==> src/rtl/pdp1_shrot_unit.sv <==
// PDP-1 shift/rotate group unit (ral..scr): steps AC, IO or AC||IO one place per clock.
// Define PDP1_SHROT_FAST_EN to apply the whole count in a single barrel step instead.
module pdp1_shrot_unit #(
  parameter int WIDTH = 18,
  parameter int CNT_W = 9,
  parameter int CW    = $clog2(CNT_W + 1)
) (
  input  logic             clk,
  input  logic             rst_n,
  input  logic             start,
  input  logic [1:0]       op_reg,
  input  logic             op_arith,
  input  logic             op_right,
  input  logic [CNT_W-1:0] cnt,
  input  logic [WIDTH-1:0] ac_in,
  input  logic [WIDTH-1:0] io_in,
  output logic [WIDTH-1:0] ac_out,
  output logic [WIDTH-1:0] io_out,
  output logic             busy,
  output logic             done
);

  typedef enum logic [1:0] {IDLE = 2'd0, RUN = 2'd1, DONE = 2'd2} state_t;

  state_t           state, state_nxt;
  logic [WIDTH-1:0] ac_q, ac_nxt, io_q, io_nxt;
  logic [1:0]       reg_q, reg_nxt;
  logic             arith_q, arith_nxt, right_q, right_nxt;
  logic [CW-1:0]    step_q, step_nxt, n_start;
  logic [2*WIDTH-1:0] run_step;

  function automatic logic [CW-1:0] popcount(input logic [CNT_W-1:0] v);
    logic [CW-1:0] c;
    c = '0;
    for (int i = 0; i < CNT_W; i++) c = c + CW'(v[i]);
    return c;
  endfunction

  // Vector MSB is PDP bit 0 (sign); arithmetic shifts keep it and use it as fill.
  function automatic logic [WIDTH-1:0] step_w(input logic [WIDTH-1:0] v,
                                              input logic arith, input logic right);
    logic [WIDTH-1:0] r;
    if (!arith) r = right ? {v[0], v[WIDTH-1:1]} : {v[WIDTH-2:0], v[WIDTH-1]};
    else        r = right ? {v[WIDTH-1], v[WIDTH-1], v[WIDTH-2:1]}
                          : {v[WIDTH-1], v[WIDTH-3:0], v[WIDTH-1]};
    return r;
  endfunction

  function automatic logic [2*WIDTH-1:0] step_2w(input logic [2*WIDTH-1:0] v,
                                                 input logic arith, input logic right);
    logic [2*WIDTH-1:0] r;
    if (!arith) r = right ? {v[0], v[2*WIDTH-1:1]} : {v[2*WIDTH-2:0], v[2*WIDTH-1]};
    else        r = right ? {v[2*WIDTH-1], v[2*WIDTH-1], v[2*WIDTH-2:1]}
                          : {v[2*WIDTH-1], v[2*WIDTH-3:0], v[2*WIDTH-1]};
    return r;
  endfunction

  function automatic logic [2*WIDTH-1:0] step_sel(input logic [WIDTH-1:0] ac,
                                                  input logic [WIDTH-1:0] io,
                                                  input logic [1:0] sel,
                                                  input logic arith, input logic right);
    logic [2*WIDTH-1:0] r;
    r = {ac, io};
    case (sel)
      2'b01:   r[2*WIDTH-1:WIDTH] = step_w(ac, arith, right);
      2'b10:   r[WIDTH-1:0]       = step_w(io, arith, right);
      2'b11:   r                  = step_2w({ac, io}, arith, right);
      default: r                  = {ac, io};
    endcase
    return r;
  endfunction

  // The reserved register select behaves as a zero count.
  assign n_start  = (op_reg == 2'b00) ? '0 : popcount(cnt);
  assign run_step = step_sel(ac_q, io_q, reg_q, arith_q, right_q);

`ifdef PDP1_SHROT_FAST_EN
  logic [2*WIDTH-1:0] fast_res;

  always_comb begin
    fast_res = {ac_in, io_in};
    for (int i = 0; i < CNT_W; i++) begin
      if (CW'(i) < n_start)
        fast_res = step_sel(fast_res[2*WIDTH-1:WIDTH], fast_res[WIDTH-1:0],
                            op_reg, op_arith, op_right);
    end
  end
`endif

  always_comb begin
    state_nxt = state;
    ac_nxt    = ac_q;
    io_nxt    = io_q;
    reg_nxt   = reg_q;
    arith_nxt = arith_q;
    right_nxt = right_q;
    step_nxt  = step_q;
    case (state)
      IDLE: begin
        if (start) begin
          reg_nxt   = op_reg;
          arith_nxt = op_arith;
          right_nxt = op_right;
          step_nxt  = n_start;
`ifdef PDP1_SHROT_FAST_EN
          {ac_nxt, io_nxt} = fast_res;
          state_nxt        = DONE;
`else
          ac_nxt    = ac_in;
          io_nxt    = io_in;
          state_nxt = (n_start == '0) ? DONE : RUN;
`endif
        end
      end
      RUN: begin
        {ac_nxt, io_nxt} = run_step;
        step_nxt         = step_q - 1'b1;
        if (step_q == CW'(1)) state_nxt = DONE;
      end
      DONE:    state_nxt = IDLE;
      default: state_nxt = IDLE;
    endcase
  end

  always_ff @(posedge clk) begin
    if (!rst_n) begin
      state   <= IDLE;
      ac_q    <= '0;
      io_q    <= '0;
      reg_q   <= 2'b00;
      arith_q <= 1'b0;
      right_q <= 1'b0;
      step_q  <= '0;
    end else begin
      state   <= state_nxt;
      ac_q    <= ac_nxt;
      io_q    <= io_nxt;
      reg_q   <= reg_nxt;
      arith_q <= arith_nxt;
      right_q <= right_nxt;
      step_q  <= step_nxt;
    end
  end

  assign ac_out = ac_q;
  assign io_out = io_q;
  assign busy   = (state == RUN);
  assign done   = (state == DONE);

endmodule

==> config.mk <==
export PLATFORM = sky130hd
export DESIGN_NAME = pdp1_shrot_unit
export DESIGN_NICKNAME = d
export VERILOG_FILES = /design/src/rtl/pdp1_shrot_unit.sv
export SDC_FILE = /design/constraint.sdc
export NUM_CORES = 1
export LEC_CHECK = 0
export CAP_MARGIN = 20
export CORE_ASPECT_RATIO = 0.9
export CORE_MARGIN = 1
export CORE_UTILIZATION = 43
export CTS_CLUSTER_SIZE = 10
export DETAILED_ROUTE_END_ITERATION = 16
export PLACE_DENSITY = 0.83
export SLEW_MARGIN = 30
export SYNTH_ARGS = -nofsm -noshare
export SYNTH_HDL_FRONTEND = slang
export SYNTH_SLANG_ARGS = --single-unit
==> constraint.sdc <==
create_clock -name clk -period 3.75 [get_ports clk]
set_clock_uncertainty 0.05 [all_clocks]
set_input_delay 0.9375 -clock clk [delete_from_list [all_inputs] [get_ports clk]]
set_output_delay 0.9375 -clock clk [all_outputs]
set_load 0.02 [all_outputs]
### Yosys cells after proc, flatten, opt, wreduce, memory -nomap -nowiden

Cells that the tools add are included.

| word-level totals | value |
|---|---|
| register bits after elaboration | 46 |
| logic and storage cells | 64 |
| input bits | 52 |
| output and inout bits | 38 |

| operators by class | value |
|---|---|
| muxes and demuxes | 22 |
| add/sub/neg operators | 9 |
| reduce and logical (&&, ||, !) cells | 11 |
| equal/unequal tests | 13 |

Operator list:

| operator | number |
|---|---|
| $pmux W18 S2 | 4 |
| $mux W18 | 6 |
| $mux W36 | 2 |
| $mux W35 | 1 |
| $mux W17 | 2 |
| $add A4 B1 Y4 | 5 |
| $ne A3 B3 Y1 const B | 3 |
| $mux W4 | 2 |
| $pmux W4 S2 | 1 |
| $eq A2 B2 Y1 const B | 3 |
| $mux W2 | 3 |
| $ne A3 B1 Y1 const B | 2 |
| $reduce_and A2 Y1 | 3 |
| $reduce_and A3 Y1 | 2 |
| $reduce_and A5 Y1 | 1 |
| $add A3 B1 Y4 | 1 |
| $eq A2 B1 Y1 const B | 2 |
| $eq A4 B1 Y1 const B | 1 |
| $logic_not A2 Y1 | 2 |
| $logic_not A4 Y1 | 1 |
| $pmux W2 S2 | 1 |
| $reduce_and A4 Y1 | 1 |
| $sub A4 B1 Y4 const B | 1 |
| $add A2 B1 Y3 | 1 |
| other kinds (4) | 4 |

### Longest topological paths before layout

Gate-level depths: netlist of run 1.

| logic depth | value |
|---|---|
| depth in word-level cells | 13 |
| mapped depth | 11 |
| mapped depth without buffers | 11 |

### Worst setup path before layout of run 1

OpenSTA, ideal clock, no wires.

| timing | value |
|---|---|
| path kind | input to register |
| from | input cnt[0] |
| to | register state[0] |
| setup time | 116 ps |
| path slack | -228 ps |
| path buffers | 0 |
| required time | 3584 ps |
| arrival | 3812 ps |
| stages | 10 |
| path through | fa_1 inv_1 fa_1 fa_1 fa_1 fa_1 xor2_1 and3_1 o21ai_0 a31o_2 |

| on the way | value |
|---|---|
| cells in the longest elaborated chain, start to end | 13 |

Ends and longest elaborated chain:

| what | RTL line | text |
|---|---|---|
| start, declared | 14 | `input logic [CNT_W-1:0] cnt,` |
| $add A1 B1 Y2 | 35 | `for (int i = 0; i < CNT_W; i++) c = c + CW'(v[i]);` |
| $add A2 B1 Y3 | 35 |  |
| $add A3 B1 Y4 | 35 |  |
| $add A4 B1 Y4 (5 in series) | 35 |  |
| $mux W4 | 74 | `assign n_start = (op_reg == 2'b00) ? '0 : popcount(cnt);` |
| $logic_not A4 Y1 | 111 | `state_nxt = (n_start == '0) ? DONE : RUN;` |
| $mux W2 | 111 |  |
| $mux W2 | 100 | `if (start) begin` |
| $pmux W2 S2 | 98 | `case (state)` |
| end signal, assigned | 135 | `state <= state_nxt;` |
| end, declared | 25 | `state_t state, state_nxt;` |

Every way passes these cells. The select of a mux whose other input is x is not followed.
A chain may end at the register's enable or synchronous reset.

### Worst setup path after layout of run 1

| timing | value |
|---|---|
| from | input cnt[0] |
| to | register step_q[2] |

| on the way | value |
|---|---|
| cells in the longest elaborated chain, start to end | 11 |

Ends and longest elaborated chain:

| what | RTL line | text |
|---|---|---|
| $add A1 B1 Y2 | 35 |  |
| $add A2 B1 Y3 | 35 |  |
| $add A3 B1 Y4 | 35 |  |
| $add A4 B1 Y4 (5 in series) | 35 |  |
| $mux W4 | 74 |  |
| $mux W4 | 100 |  |
| $pmux W4 S2 | 98 |  |
| end signal, assigned | 141 | `step_q <= step_nxt;` |
| end, declared | 29 | `logic [CW-1:0] step_q, step_nxt, n_start;` |

Every way passes these cells. The select of a mux whose other input is x is not followed.

==> flow_summary.toml, run 1 <==
[global_route]
grt_start_max_net_pins = 71
antenna_found_initial = 0
grt_pass1_wl_um = 12000
track_usage = 0.217
grt_pass1_vias = 2552
gr-total-overflow = 0

[layout]
seq_area_um2 = 922
final_nets = 480
fill_cells = 572
final_cell_area_um2 = 3910
areaGrowthSynthToFinish_pct = 34.0
instances_no_fill = 510
final_common_cell = "clkdlybuf4s50_1"
final_layout_size_suffix_gt1_frac = 0.0762
layout_common_cells = "86 x clkdlybuf4s50_1, 76 x nand2_1, 45 x dfxtp_1"
multi_input_area_um2 = 1790
antenna_cells = 0

[synthesis]
synth.cell_area_um2 = 2920
synth_area_per_cell_um2 = 8.46
ys_ff_latch = 46
synth_async_sr_flop_share = 0
synth_cells = 345
yosys_warnings = 0
synth_nets = 406
yosys.area_share.simple = 0.142
ys.flop_type = "dfxtp_1"
synth_xor_area_frac = 0.00300
synth-compound-area-share = 0.281
ys_types = 46
synth_top_family_by_area = "compound AO/OA/AOI/OAI gates"
synth_area_leaders = "dfxtp_1 32%, mux2i_1 12%, nand2_1 9.8%"
synth_largest_area_cell = "dfxtp_1"
synth_mux_area_frac = 0.128
ys_seq_area_frac = 0.316
synth_top_area_frac = 0.316
synth_fa_ha_area_frac = 0.0515
synth_edf_count = 0

[floorplan]
rows = 28
core-area_um2 = 6550
initial_core_util = 0.445
die_h_um = 80.1
pin_count = 90
die_x_um = 88.8
fp.dieArea_um2 = 7120

[placed_design]
dp.cells = 502
dpl.hpwl_um = 5430
io_buffer_count = 89
globalplace.congestion = 0.841
placed_area_um2 = 3800

[cts]
h-tree-depth = 2
insertion_delay_ns = 0.29
cts_buffer_depth = 2
cts-root-buf = "clkbuf_8"
cts_tree = "done"
cts.sinks = 46
cts_buffers = 5
cts_hold_buf = 0
path_clk_slew_ns = 0.08

[worst_setup_path]
startpoint = "cnt[0]"
critPathLaunchType = "primary input"
cp_max_fo = 2
reg2reg_depth = 6
end_kind = "flip-flop"
endpoint = "step_q[2]$_SDFFE_PN0P_"
cp_data_required_time_ns = 3.89
r2r_setup_slack_ns = 1.42
rr_endpoint = "ac_out[17]$_SDFFE_PN0P_"
path_class = "in -> reg"
worstPathArrival_ns = 3.99
r2r-start = "state[1]$_SDFFE_PN0P_"

[sta]
fin_crit_sh = 1.03
timing.final.ws_setup_ns = -0.109
maxSlewHeadroom = 0.434
whs_ns = 0.444
worstMarginPinSlew_ns = 0.848
slew_viol_final = 0
rsz0062_at_grt = "true"
fmax_mhz = 259
setup_viol = 3
period_needed_ns = 3.86
hold_viol = 0

[route]
wl_per_cell_um = 15.0
wl_um = 7630
route.detailed.drc = 0
vias = 2763
antenna_left = 0
first_pass_iters = 5
initialDrtViolationCount = 158
vias_per_cell = 5.42

[status]
status = "complete, but fails checks"
violations = "negative setup slack"

[pwr]
leakagePower_uw = 0.00136
powerDensity_nw_per_um2 = 523
peakVddDrop_v = 0.000316
power_uw = 2040

[job]
cap_violations = 0

[hold_path]
hp-class = "reg -> reg"
## logic make-up (layout without fill, tap and decap cells)
logic type      count (synthesis)  after routing
xor+xnor                        1              1
buf+inv                        43            118
simple gates                   98             98
mux                            37             37
fa+ha+maj                       9              9
flops                          46             46
compound gates                111            111
## cell usage after synthesis, types with 2 or more instances
library cell  instances
nor2b_1               4
nor2_1                6
buf_6                 3
mux2_2                2
a21o_1                2
inv_1                15
a21boi_1             17
buf_4                 8
a21oi_1              11
o21ai_1               2
ha_1                  4
a32o_1                2
o21a_1                2
nand3_1               2
a21boi_0             16
o211ai_1             34
o21ai_0              11
dfxtp_1              46
buf_2                11
nor4_1                3
nand2_1              76
clkbuf_1              5
a21oi_4               2
fa_1                  5
mux2i_1              35
## state kept, by name, summed over array words and instances (netlist names)
signal,cells
reg_q,2
arith_q,1
state,2
ac_out,18
right_q,1
io_out,18
step_q,4
## per-layer routing
layer / part of all wire / wire [um] / track usage / up-vias
met5: 0 / 0 / 0 / -
li1: - / - / - / 1374
met2: 0.48 / 3630 / 0.366 / 103
met3: 0.077 / 586 / 0.0421 / 12
met4: 0.020 / 153 / 0.0790 / 0
met1: 0.43 / 3260 / 0.272 / 1274
## power breakdown
group / leakage (uW) / internal (uW) / switching (uW)
clock: 0.0000524 / 200 / 160
sequential: 0.000379 / 592 / 150
combinational: 0.000933 / 445 / 499
## through the flow
stage                     setup TNS, ns  utilization  worst slack (ns)
after floorplan                  -0.179            -            -0.132
after global placement            -2.76        0.580            -0.628
after detailed placement          -3.71        0.580            -0.787
after CTS                        -0.676        0.596            -0.242
after global routing             -0.327        0.597            -0.152
final                            -0.254        0.597            -0.109
## layout make-up
| cell class | instances | area share |
|---|---|---|
| Clock buffer | 7 | 0.0195 |
| Clock inverter | 1 | 0.00768 |
| Inverter | 16 | 0.0160 |
| Multi-Input combinational cell | 256 | 0.457 |
| Sequential cell | 46 | 0.236 |
| Tap cell | 90 | 0.0288 |
| Timing Repair Buffer | 94 | 0.235 |
## worst min-delay path by stage
stage | startpoint | to | cells after the start
after floorplan | reg_q[1]$_SDFFE_PN0P_ | reg_q[1]$_SDFFE_PN0P_ | 2
after CTS | ac_out[1]$_SDFFE_PN0P_ | ac_out[1]$_SDFFE_PN0P_ | 2
final | ac_out[1]$_SDFFE_PN0P_ | ac_out[1]$_SDFFE_PN0P_ | 2
after global routing | io_out[6]$_SDFFE_PN0P_ | io_out[6]$_SDFFE_PN0P_ | 2
after detailed placement | ac_out[1]$_SDFFE_PN0P_ | ac_out[1]$_SDFFE_PN0P_ | 2
after global placement | ac_out[10]$_SDFFE_PN0P_ | ac_out[10]$_SDFFE_PN0P_ | 2
## worst max-delay path, stage by stage
cell,delay [ns]
buf_6,0.09
fa_1,0.53
inv_1,0.05
fa_1,0.52
fa_1,0.47
fa_2,0.39
fa_2,0.36
xor2_1,0.17
buf_4,0.14
nor4_2,0.03
a221oi_2,0.22
nor2b_1,0.07
## timing repair
item / in CTS / in global routing
endpoints found under the setup margin: 5 / 4
pin swaps: 8 / 5
resized for setup: 15 / 1
setup buffers: 0 / 0
No activity file was read; power rests on OpenSTA's default activity.
==> inputs of run 2 (changes only) <==
Settings changed: SKIP_CTS_REPAIR_TIMING from default to 1, SLEW_MARGIN 30 to default.
==> run 2 against run 1 <==
- the flow still finishes with violations (negative setup slack)
- sequential power hardly changed
- fmax down 2.6%
- global-route usage fell by 0.087 points
- hold slack about the same
- clock power about the same
- register-to-register slack about the same
- die area did not move
- first-iteration DRC count down 3.8%
==> flow_summary.toml, run 2 (synthesized netlist as in run 1, its figures left out) <==
[worst_setup_path]
worstPathArrival_ns = 4.10
end_kind = "flip-flop"
rr_endpoint = "ac_out[17]$_SDFFE_PN0P_"
cp_max_fo = 2
cp_data_required_time_ns = 3.89
r2r_setup_slack_ns = 1.43
reg2reg_depth = 6
startpoint = "cnt[0]"
critPathLaunchType = "primary input"
path_class = "in -> reg"
r2r-start = "state[1]$_SDFFE_PN0P_"

[global_route]
grt_pass1_vias = 2532
grt_start_max_net_pins = 71
antenna_found_initial = 0
gr-total-overflow = 0
grt_pass1_wl_um = 12000
track_usage = 0.216

[cts]
cts_buffers = 5
insertion_delay_ns = 0.29
path_clk_slew_ns = 0.08
h-tree-depth = 2
cts-root-buf = "clkbuf_8"
cts_tree = "done"
cts.sinks = 46
cts_buffer_depth = 2

[job]
cap_violations = 0

[sta]
fin_crit_sh = 1.06
setup_viol = 4
worstMarginPinSlew_ns = 0.835
whs_ns = 0.445
period_needed_ns = 3.96
rsz0062_at_grt = "true"
hold_viol = 0
fmax_mhz = 252
maxSlewHeadroom = 0.443
slew_viol_final = 0
timing.final.ws_setup_ns = -0.213

[route]
first_pass_iters = 4
wl_um = 7590
antenna_left = 0
route.detailed.drc = 0
wl_per_cell_um = 14.9
vias_per_cell = 5.41
initialDrtViolationCount = 152
vias = 2761

[layout]
final_util = 0.598
areaGrowthSynthToFinish_pct = 34.3
layout_common_cells = "86 x clkdlybuf4s50_1, 76 x nand2_1, 45 x dfxtp_1"
antenna_cells = 0
final_common_cell = "clkdlybuf4s50_1"
final_nets = 480
final_layout_size_suffix_gt1_frac = 0.0738

[floorplan]
initial_core_util = 0.445
fp.dieArea_um2 = 7120
die_h_um = 80.1
rows = 28
die_x_um = 88.8
pin_count = 90
core-area_um2 = 6550

[placed_design]
dpl.hpwl_um = 5430
globalplace.congestion = 0.841
io_buffer_count = 89

[status]
status = "complete, but fails checks"
violations = "negative setup slack"

[hold_path]
hp-start = "ac_out[1]$_SDFFE_PN0P_"
holdPathEnd = "ac_out[1]$_SDFFE_PN0P_"
worstHoldPathCells = 2
hp-class = "reg -> reg"

[pwr]
leakagePower_uw = 0.00137
powerDensity_nw_per_um2 = 522
peakVddDrop_v = 0.000316
run 2: changes by cell type in the layout (fill, tap and decap cells not counted), sizes merged:
cell	previous run	this run
dlymetal6s2s	0	1
clkbuf	7	8
buf	8	6
run 2: critical path, cell delays in order:
cell and delay (ns):
buf_6 0.09, fa_1 0.54, inv_1 0.06, fa_1 0.50, fa_1 0.52, fa_2 0.41, fa_2 0.41, xor2_1 0.17
buf_4 0.14, nor4_2 0.03, a221oi_2 0.22, nor2b_1 0.07
run 2: power by group:
part / switching (uW) / internal (uW) / leakage [uW] / total [uW]
registers: 150 / 592 / 0.000379 / 742
clock network: 160 / 200 / 0.0000524 / 360
logic: 497 / 445 / 0.000943 / 942
run 2: through the flow:
step	area [um2]	cells	power, uW	setup TNS [ns]	setup WS (ns)
5_1_grt	3920	510	2180	-0.838	-0.279
4_1_cts	3900	510	2040	-1.80	-0.456
3_5_place_dp	3800	502	1680	-3.71	-0.787
6_report	3920	510	2040	-0.610	-0.213
3_3_place_gp	3800	502	1640	-2.76	-0.628
2_1_floorplan	2920	345	1360	-0.179	-0.132
run 2: layout make-up:
cell class / instances / area (um2)
fill: 570 / 2630
multi-input combinational: 256 / 1790
timing repair buffer: 94 / 927
sequential: 46 / 922
tap: 90 / 113
clock buffer: 7 / 76.3
inverter: 16 / 62.6
clock inverter: 1 / 30.0
run 2: routing by layer:
layer  GRT usage  wire length (um)  part of all wire
met1       0.271              3260              0.43
met2       0.366              3690              0.49
met3      0.0421               506             0.067
met4      0.0742               132             0.017
met5           0                 0                 0
run 2: worst max path at each step:
stage / endpoint / slack (ns) / depth (start not counted)
6_report: step_q[2]$_SDFFE_PN0P_ / -0.21 / 12
5_1_grt: step_q[2]$_SDFFE_PN0P_ / -0.28 / 12
4_1_cts: state[0]$_SDFFE_PN0P_ / -0.46 / 11
3_5_place_dp: state[0]$_SDFFE_PN0P_ / -0.79 / 11
3_3_place_gp: state[0]$_SDFFE_PN0P_ / -0.63 / 11
2_1_floorplan: state[0]$_SDFFE_PN0P_ / -0.13 / 9
